[src/rtl/rs_syndrome_calc.sv]
// Reed-Solomon syndrome calculator over GF(2^M).
// Evaluates S_j = r(alpha^(FCR+j)), j = 0..N-K-1, by Horner's rule,
// consuming one received symbol per clock from the highest index down.
module rs_syndrome_calc #(
    parameter int unsigned M         = 4,
    parameter int unsigned N         = 15,
    parameter int unsigned K         = 9,
    parameter logic [M:0]  PRIM_POLY = 5'b10011,
    parameter int unsigned FCR       = 1
) (
    input  logic                   clk,
    input  logic                   reset,
    input  logic [N*M-1:0]         recievedMessageIn,
    input  logic                   startCalc,
    output logic                   busy,
    output logic [(N-K)*M-1:0]     syndromesOut,
    output logic                   syndromesValid,
    output logic                   errorDetected
);

    localparam int unsigned TWO_T = N - K;
    localparam int unsigned CW    = (N > 1) ? $clog2(N) : 1;
    localparam int unsigned ORD   = (1 << M) - 1;

    typedef enum logic [1:0] {
        IDLE,
        CALC,
        DONE
    } state_e;

    // Multiply by alpha^p as p repeated xtime steps; p is a constant at
    // every call site, so this unrolls into a fixed XOR network.
    function automatic logic [M-1:0] mul_alpha_pow(input logic [M-1:0] a,
                                                   input int unsigned p);
        logic [M-1:0] v;
        v = a;
        for (int unsigned i = 0; i < p; i++) begin
            v = {v[M-2:0], 1'b0} ^ (v[M-1] ? PRIM_POLY[M-1:0] : '0);
        end
        return v;
    endfunction

    state_e               state_q, state_d;
    logic [N*M-1:0]       msg_q, msg_d;
    logic [CW-1:0]        cnt_q, cnt_d;
    logic [M-1:0]         acc_q [TWO_T];
    logic [M-1:0]         acc_d [TWO_T];
    logic [TWO_T*M-1:0]   synd_q, synd_d;
    logic                 err_q, err_d;

    logic [M-1:0]         cur_sym;
    logic [M-1:0]         step [TWO_T];
    logic                 step_nonzero;

    assign cur_sym = msg_q[cnt_q*M +: M];

    // One Horner step per syndrome: acc * alpha^(FCR+j) + r[counter].
    for (genvar g = 0; g < TWO_T; g++) begin : g_step
        localparam int unsigned P = (FCR + g) % ORD;
        assign step[g] = mul_alpha_pow(acc_q[g], P) ^ cur_sym;
    end

    // OR of all syndrome bits of the step result, used on the final step.
    always_comb begin
        step_nonzero = 1'b0;
        for (int unsigned j = 0; j < TWO_T; j++) begin
            step_nonzero = step_nonzero | (|step[j]);
        end
    end

    // Next-state and datapath update for IDLE / CALC / DONE.
    always_comb begin
        state_d = state_q;
        msg_d   = msg_q;
        cnt_d   = cnt_q;
        synd_d  = synd_q;
        err_d   = err_q;
        for (int unsigned j = 0; j < TWO_T; j++) begin
            acc_d[j] = acc_q[j];
        end

        case (state_q)
            IDLE, DONE: begin
                if (startCalc) begin
                    msg_d   = recievedMessageIn;
                    cnt_d   = CW'(N - 1);
                    state_d = CALC;
                    for (int unsigned j = 0; j < TWO_T; j++) begin
                        acc_d[j] = '0;
                    end
                end else begin
                    state_d = IDLE;
                end
            end
            CALC: begin
                for (int unsigned j = 0; j < TWO_T; j++) begin
                    acc_d[j] = step[j];
                end
                if (cnt_q == '0) begin
                    state_d = DONE;
                    for (int unsigned j = 0; j < TWO_T; j++) begin
                        synd_d[j*M +: M] = step[j];
                    end
                    err_d = step_nonzero;
                end else begin
                    cnt_d = cnt_q - 1'b1;
                end
            end
            default: state_d = IDLE;
        endcase
    end

    // State register.
    always_ff @(posedge clk) begin
        if (reset) begin
            state_q <= IDLE;
        end else begin
            state_q <= state_d;
        end
    end

    // Datapath registers: latched codeword, counter, accumulators, outputs.
    always_ff @(posedge clk) begin
        if (reset) begin
            msg_q  <= '0;
            cnt_q  <= '0;
            synd_q <= '0;
            err_q  <= 1'b0;
            for (int unsigned j = 0; j < TWO_T; j++) begin
                acc_q[j] <= '0;
            end
        end else begin
            msg_q  <= msg_d;
            cnt_q  <= cnt_d;
            synd_q <= synd_d;
            err_q  <= err_d;
            for (int unsigned j = 0; j < TWO_T; j++) begin
                acc_q[j] <= acc_d[j];
            end
        end
    end

    assign busy           = (state_q == CALC);
    assign syndromesValid = (state_q == DONE);
    assign syndromesOut   = synd_q;
    assign errorDetected  = err_q;

endmodule

[config.mk]
export PLATFORM = sky130hd
export DESIGN_NAME = rs_syndrome_calc
export DESIGN_NICKNAME = d
export VERILOG_FILES = /design/src/rtl/rs_syndrome_calc.sv
export SDC_FILE = /design/constraint.sdc
export NUM_CORES = 1
export LEC_CHECK = 0
export CAP_MARGIN = 20
export CORE_ASPECT_RATIO = 0.7
export CORE_MARGIN = 2
export CORE_UTILIZATION = 53
export DETAILED_ROUTE_END_ITERATION = 12
export MAX_ROUTING_LAYER = met4
export PLACE_DENSITY = 0.79
export SKIP_LAST_GASP = 1
export SLEW_MARGIN = 20
export SYNTH_ARGS = -nofsm -noshare
export SYNTH_HDL_FRONTEND = slang
export SYNTH_SLANG_ARGS = --single-unit
[constraint.sdc]
create_clock -name clk -period 3.25 [get_ports clk]
set_input_delay 0.325 -clock clk [delete_from_list [all_inputs] [get_ports clk]]
set_output_delay 0.325 -clock clk [all_outputs]
set_load 0.01 [all_outputs]
---- After elaboration in Yosys (flattened, before gate mapping) ----
Memory sizes are Yosys's and may differ from the RTL's.
Cells that the tools add are included.
word-level totals
  input bits .............................. 63
  memories kept ........................... 1
  bits in writable memories ............... 24
  register bits ........................... 91
memory list
  memory  words  bits a word  rd ports  clocked after memory_dff  write ports  line  RTL
  acc_q   6      4            6         0                         6            46    logic [M-1:0] acc_q [TWO_T];
cells by class
  reduce and logical (&&, ||, !) cells .... 13
  shift operators ......................... 1
  eq/ne operators ......................... 5
  mux-type cells .......................... 38
  add/sub/neg operators ................... 1
  bitwise gates (word level) .............. 38
operators with widths
  cell                                                    number
  bitwise XOR 4 x 2 -> 4 bit                              21
  indexed part select 60 x 7 -> 4 bit                     1
  one-hot mux 24 bit (2 select lines)                     1
  two-way mux 2 bit                                       22
  two-way mux 4 bit                                       8
  two-way mux 24 bit                                      1
  OR reduction 4 bit                                      6
  bitwise XOR 4 bit                                       6
  OR 1 bit                                                11
  one-hot mux 4 bit (2 select lines)                      1
  zero test 4 bit                                         1
  two-way mux 1 bit                                       4
  inequality test 2 bit (second input constant)           2
  one-hot mux 2 bit (2 select lines)                      1
  AND reduction 2 bit                                     2
  subtractor 4 x 1 -> 4 bit (second input constant)       1
  AND reduction 3 bit                                     1
  == test 2 x 1 -> 1 bit (second input constant)          1
  == test 2 bit (second input constant)                   1
  zero test 2 bit                                         1
  inequality test 2 x 1 -> 1 bit (second input constant)  1
  nonzero test 2 bit                                      1
  OR reduction 2 bit                                      1

---- Depth between registers and ports, before layout ----
An unclocked memory read counts as a cell.
  depth after elaboration ................. 16
  mapped depth ............................ 11
  depth with buffers taken out ............ 7

---- Least setup slack after synthesis ----
OpenSTA, ideal clock, no wires.
  kind .................................... reg-to-reg
  start point ............................. register cnt_q[1]
  end point ............................... register err_q, in the netlist errorDetected
  path buffers ............................ 2
  setup slack ............................. 905 ps
  library setup time ...................... 74 ps
  arrival ................................. 2270 ps
  clock period less this slack ............ 2345 ps
  stages on the path, launching flop included .. 9
  path through ............................ dfxtp_1 > buf_6 > mux4_2 > mux4_2 > buf_6 > xnor2_2 > mux4_2 > o41a_1 > a31oi_1
on the way
  cells in the longest elaborated chain, start to end .. 8
RTL lines
  item                                 line  RTL
  start: declaration                   45    logic [CW-1:0] cnt_q, cnt_d;
  start signal: assignment             134   cnt_q <= cnt_d;
  indexed part select 60 x 7 -> 4 bit  55    assign cur_sym = msg_q[cnt_q*M +: M];
  bitwise XOR 4 bit                    60    assign step[g] = mul_alpha_pow(acc_q[g], P) ^ cur_sym;
  OR reduction 4 bit                   67    step_nonzero = step_nonzero | (|step[j]);
  OR 1 bit (5 in a row)                67
  end signal: assignment               136   err_q <= err_d;
  end: declaration                     49    logic err_q, err_d;
Parallel ways exist; a longest one is shown, timed or not.
A chain may end at the register's enable or synchronous reset.

---- Final worst setup path ----
Ends and elaborated chain as after synthesis.

==> flow_metrics.py <==
metrics = {
    "place": {
        "dpl.hpwl_um": 10900,
        "dp_cells": 853,
        "gp_congestion": 0.954,
        "io_buffers": 89,
        "placed_area_um2": 6400,
        "preCtsSetupSlack_ps": 418,
    },
    "worst_setup_path": {
        "max_stage_delay_ps": 760,
        "r2r_start": "cnt_q[1]$_SDFFE_PP0P_",
        "ff2ff_setup_slack_ps": 400,
        "required_ps": 3540,
        "slowest_stage": "o22ai_1",
        "crit_chain": "buf_4 > inv_1 > mux2i_1 > o22ai_1 > nand2_1 > a22oi_1 > and4b_1 > a31oi_1",
        "cp_max_fo": 17,
        "arrival_ps": 3140,
        "crit_path_end_kind": "register",
        "r2r_cells": 8,
        "start_kind": "register",
        "r2r-end": "errorDetected$_SDFFE_PP0P_",
        "setup.worst_path.class": "reg -> reg",
    },
    "sta": {
        "post-route-min-period_ps": 2850,
        "slew_headroom": 0.347,
        "clock_skew_ps": 6.88,
        "worst_pin_slew_ps": 980,
        "whs_ps": 452,
        "setup_viol": 0,
        "tns_ps": 0,
        "rsz0062_at_grt": "false",
        "setup_slack_ps": 400,
        "finalHoldViolations": 0,
        "slew_viol_final": 0,
        "final.period_utilization": 0.877,
        "timing.fmax_ghz": 0.351,
    },
    "yosys": {
        "synth_compound_area_frac": 0.163,
        "yosys.area_share.simple": 0.216,
        "synth.yosys.seq_area_share": 0.422,
        "syn_inst": 675,
        "syn_nets": 739,
        "synth_most_common_cell": "nand2_1",
        "avgSynthCellArea_um2": 8.09,
        "yosys.area.top_type": "dfxtp_1",
        "synth_cell_type_count": 53,
        "synth-main-ff-cell": "dfxtp_1",
        "synth_top_family_by_area": "simple AND/OR/NAND/NOR gates",
        "synth_top_area_share": 0.422,
        "synth.area.mux_share": 0.0722,
        "synth_warnings": 0,
        "synth-adder-area-share": 0.00229,
        "synthArstFlopShare": 0,
        "synth_xor_xnor_area_share": 0.0779,
        "synth_edf_count": 0,
        "yosys_register_bits": 115,
        "synthTopCellsByArea": "dfxtp_1 42%, nand2_1 11%, a21oi_1 8.5%",
        "synthTopCellsByCount": "162 x nand2_1, 115 x dfxtp_1, 93 x a21oi_1",
        "synthesis.area_um2": 5460,
    },
    "power_and_ir_drop": {
        "finalPower_mw": 4.57,
        "p_per_area_nw_per_um2": 650,
        "p_leak_nw": 2.65,
        "peakVddDrop_uv": 743,
    },
    "global_route": {
        "grt_pass1_vias": 4787,
        "grt_pass1_wl_um": 24900,
        "antenna_found_initial": 0,
        "grt_max_degree": 97,
        "track_usage": 0.299,
        "grt-ovfl-total": 0,
    },
    "min_path": {
        "hold_class": "in -> reg",
        "holdPathStages": 3,
        "hold_path_end": "msg_q[2]$_SDFFE_PP0P_",
        "hp-start": "recievedMessageIn[2]",
    },
    "routing": {
        "initialDrtViolationCount": 592,
        "first_pass_iters": 7,
        "drc": 0,
        "routedWlPerCell_um": 17.4,
        "finalWirelength_um": 15400,
        "avgViaCountPerCell": 5.84,
        "vias": 5169,
        "final_antenna_net_count": 0,
    },
    "floorplan": {
        "die-area_um2": 11100,
        "design.portCount": 90,
        "die_width_um": 125,
        "rows": 30,
        "coreArea_um2": 9870,
        "dieHeight_um": 88.9,
        "start_util": 0.553,
    },
    "clocking": {
        "cts.clk_slew.worst_paths_ps": 60,
        "cts_root_buf": "clkbuf_16",
        "cts_tree": "done",
        "clock_sinks": 115,
        "clock_path_buffers": 2,
        "ctsResizeCount": 0,
        "hold_buffers": 0,
        "htree_levels": 4,
        "cts_setup_buffers": 0,
        "clkLatencyLatePin_ps": 420,
        "cts_buffers": 17,
    },
    "finish": {
        "design_area_um2": 7040,
        "fin_nets": 808,
        "drive_gt1_frac": 0.0911,
        "area_growth_pct": 28.8,
        "final_core_util": 0.713,
        "antennaDiodeCount": 0,
        "final_cells": 885,
    },
    "flow_run": {
        "maxCapViolations": 0,
    },
    "status": {
        "outcome": "completed",
    },
}
## how the worst max path moves through the flow
stage                                      from                          to  depth (start not counted)
after floorplan           cnt_q[1]$_SDFFE_PP0P_  errorDetected$_SDFFE_PP0P_                          8
after global placement    cnt_q[1]$_SDFFE_PP0P_  errorDetected$_SDFFE_PP0P_                          9
after detailed placement  cnt_q[1]$_SDFFE_PP0P_  errorDetected$_SDFFE_PP0P_                          6
after CTS                 cnt_q[1]$_SDFFE_PP0P_  errorDetected$_SDFFE_PP0P_                          6
after global routing      cnt_q[1]$_SDFFE_PP0P_  errorDetected$_SDFFE_PP0P_                          9
final                     cnt_q[1]$_SDFFE_PP0P_  errorDetected$_SDFFE_PP0P_                          8
## routing by layer
| metal | vias up | share of wire | GRT usage |
|---|---|---|---|
| met5 | - | 0 | - |
| met4 | 0 | 0.017 | 0.0929 |
| met3 | 34 | 0.093 | 0.0868 |
| met2 | 266 | 0.42 | 0.433 |
| met1 | 2429 | 0.47 | 0.406 |
| li1 | 2440 | - | - |
## power breakdown
group	switching [mW]	internal (mW)
clock	0.707	1.31
combinational	0.523	0.414
sequential	0.106	1.51
## cells in the final DEF, fill, tap and decap left out, drive strengths merged, types with 4 or more instances in the layout
master / count
nand4: 5
o21ai: 16
bufinv: 4
xnor2: 27
a21oi: 93
mux4: 11
buf: 12
nor3: 9
mux2i: 9
nand2b: 5
inv: 12
nand3: 11
mux2: 5
dfxtp: 115
nor2b: 7
clkinv: 5
clkdlybuf4s50: 88
xor2: 18
clkbuf: 18
a211oi: 9
a22oi: 14
nor2: 58
nand2: 163
## worst max-delay path, delay by kind of cell, from the launching register on
family	cells	cell delay, ps
AO/OA/AOI/OAI	3	1090
flip-flops	1	620
buffers and inverters	2	470
AND/OR/NAND/NOR	2	370
multiplexers	1	170
## final cells by class
class,count,area [um^2]
well taps,128,160
inverters,10,37.5
multi-input cells,500,2910
fillers,761,2840
clock inverters,14,200
clock buffers,18,439
repair buffers,100,983
flip-flops and latches,115,2300
## flip-flops by register name, indices dropped and copies added, names as in the netlist
name	count
cnt_q	4
acc_q	24
errorDetected	1
state_q	2
syndromesOut	24
msg_q	60
## kinds of logic (layout without fill, tap and decap cells)
| family | count (synthesis) | in the layout |
|---|---|---|
| buffers and inverters | 60 | 142 |
| XOR/XNOR | 46 | 46 |
| AND/OR/NAND/NOR | 275 | 275 |
| adder cells (fa/ha/maj) | 1 | 1 |
| multiplexers | 25 | 25 |
| AO/OA/AOI/OAI | 153 | 153 |
| flip-flops | 115 | 115 |
No activity file was read; power rests on OpenSTA's default activity.
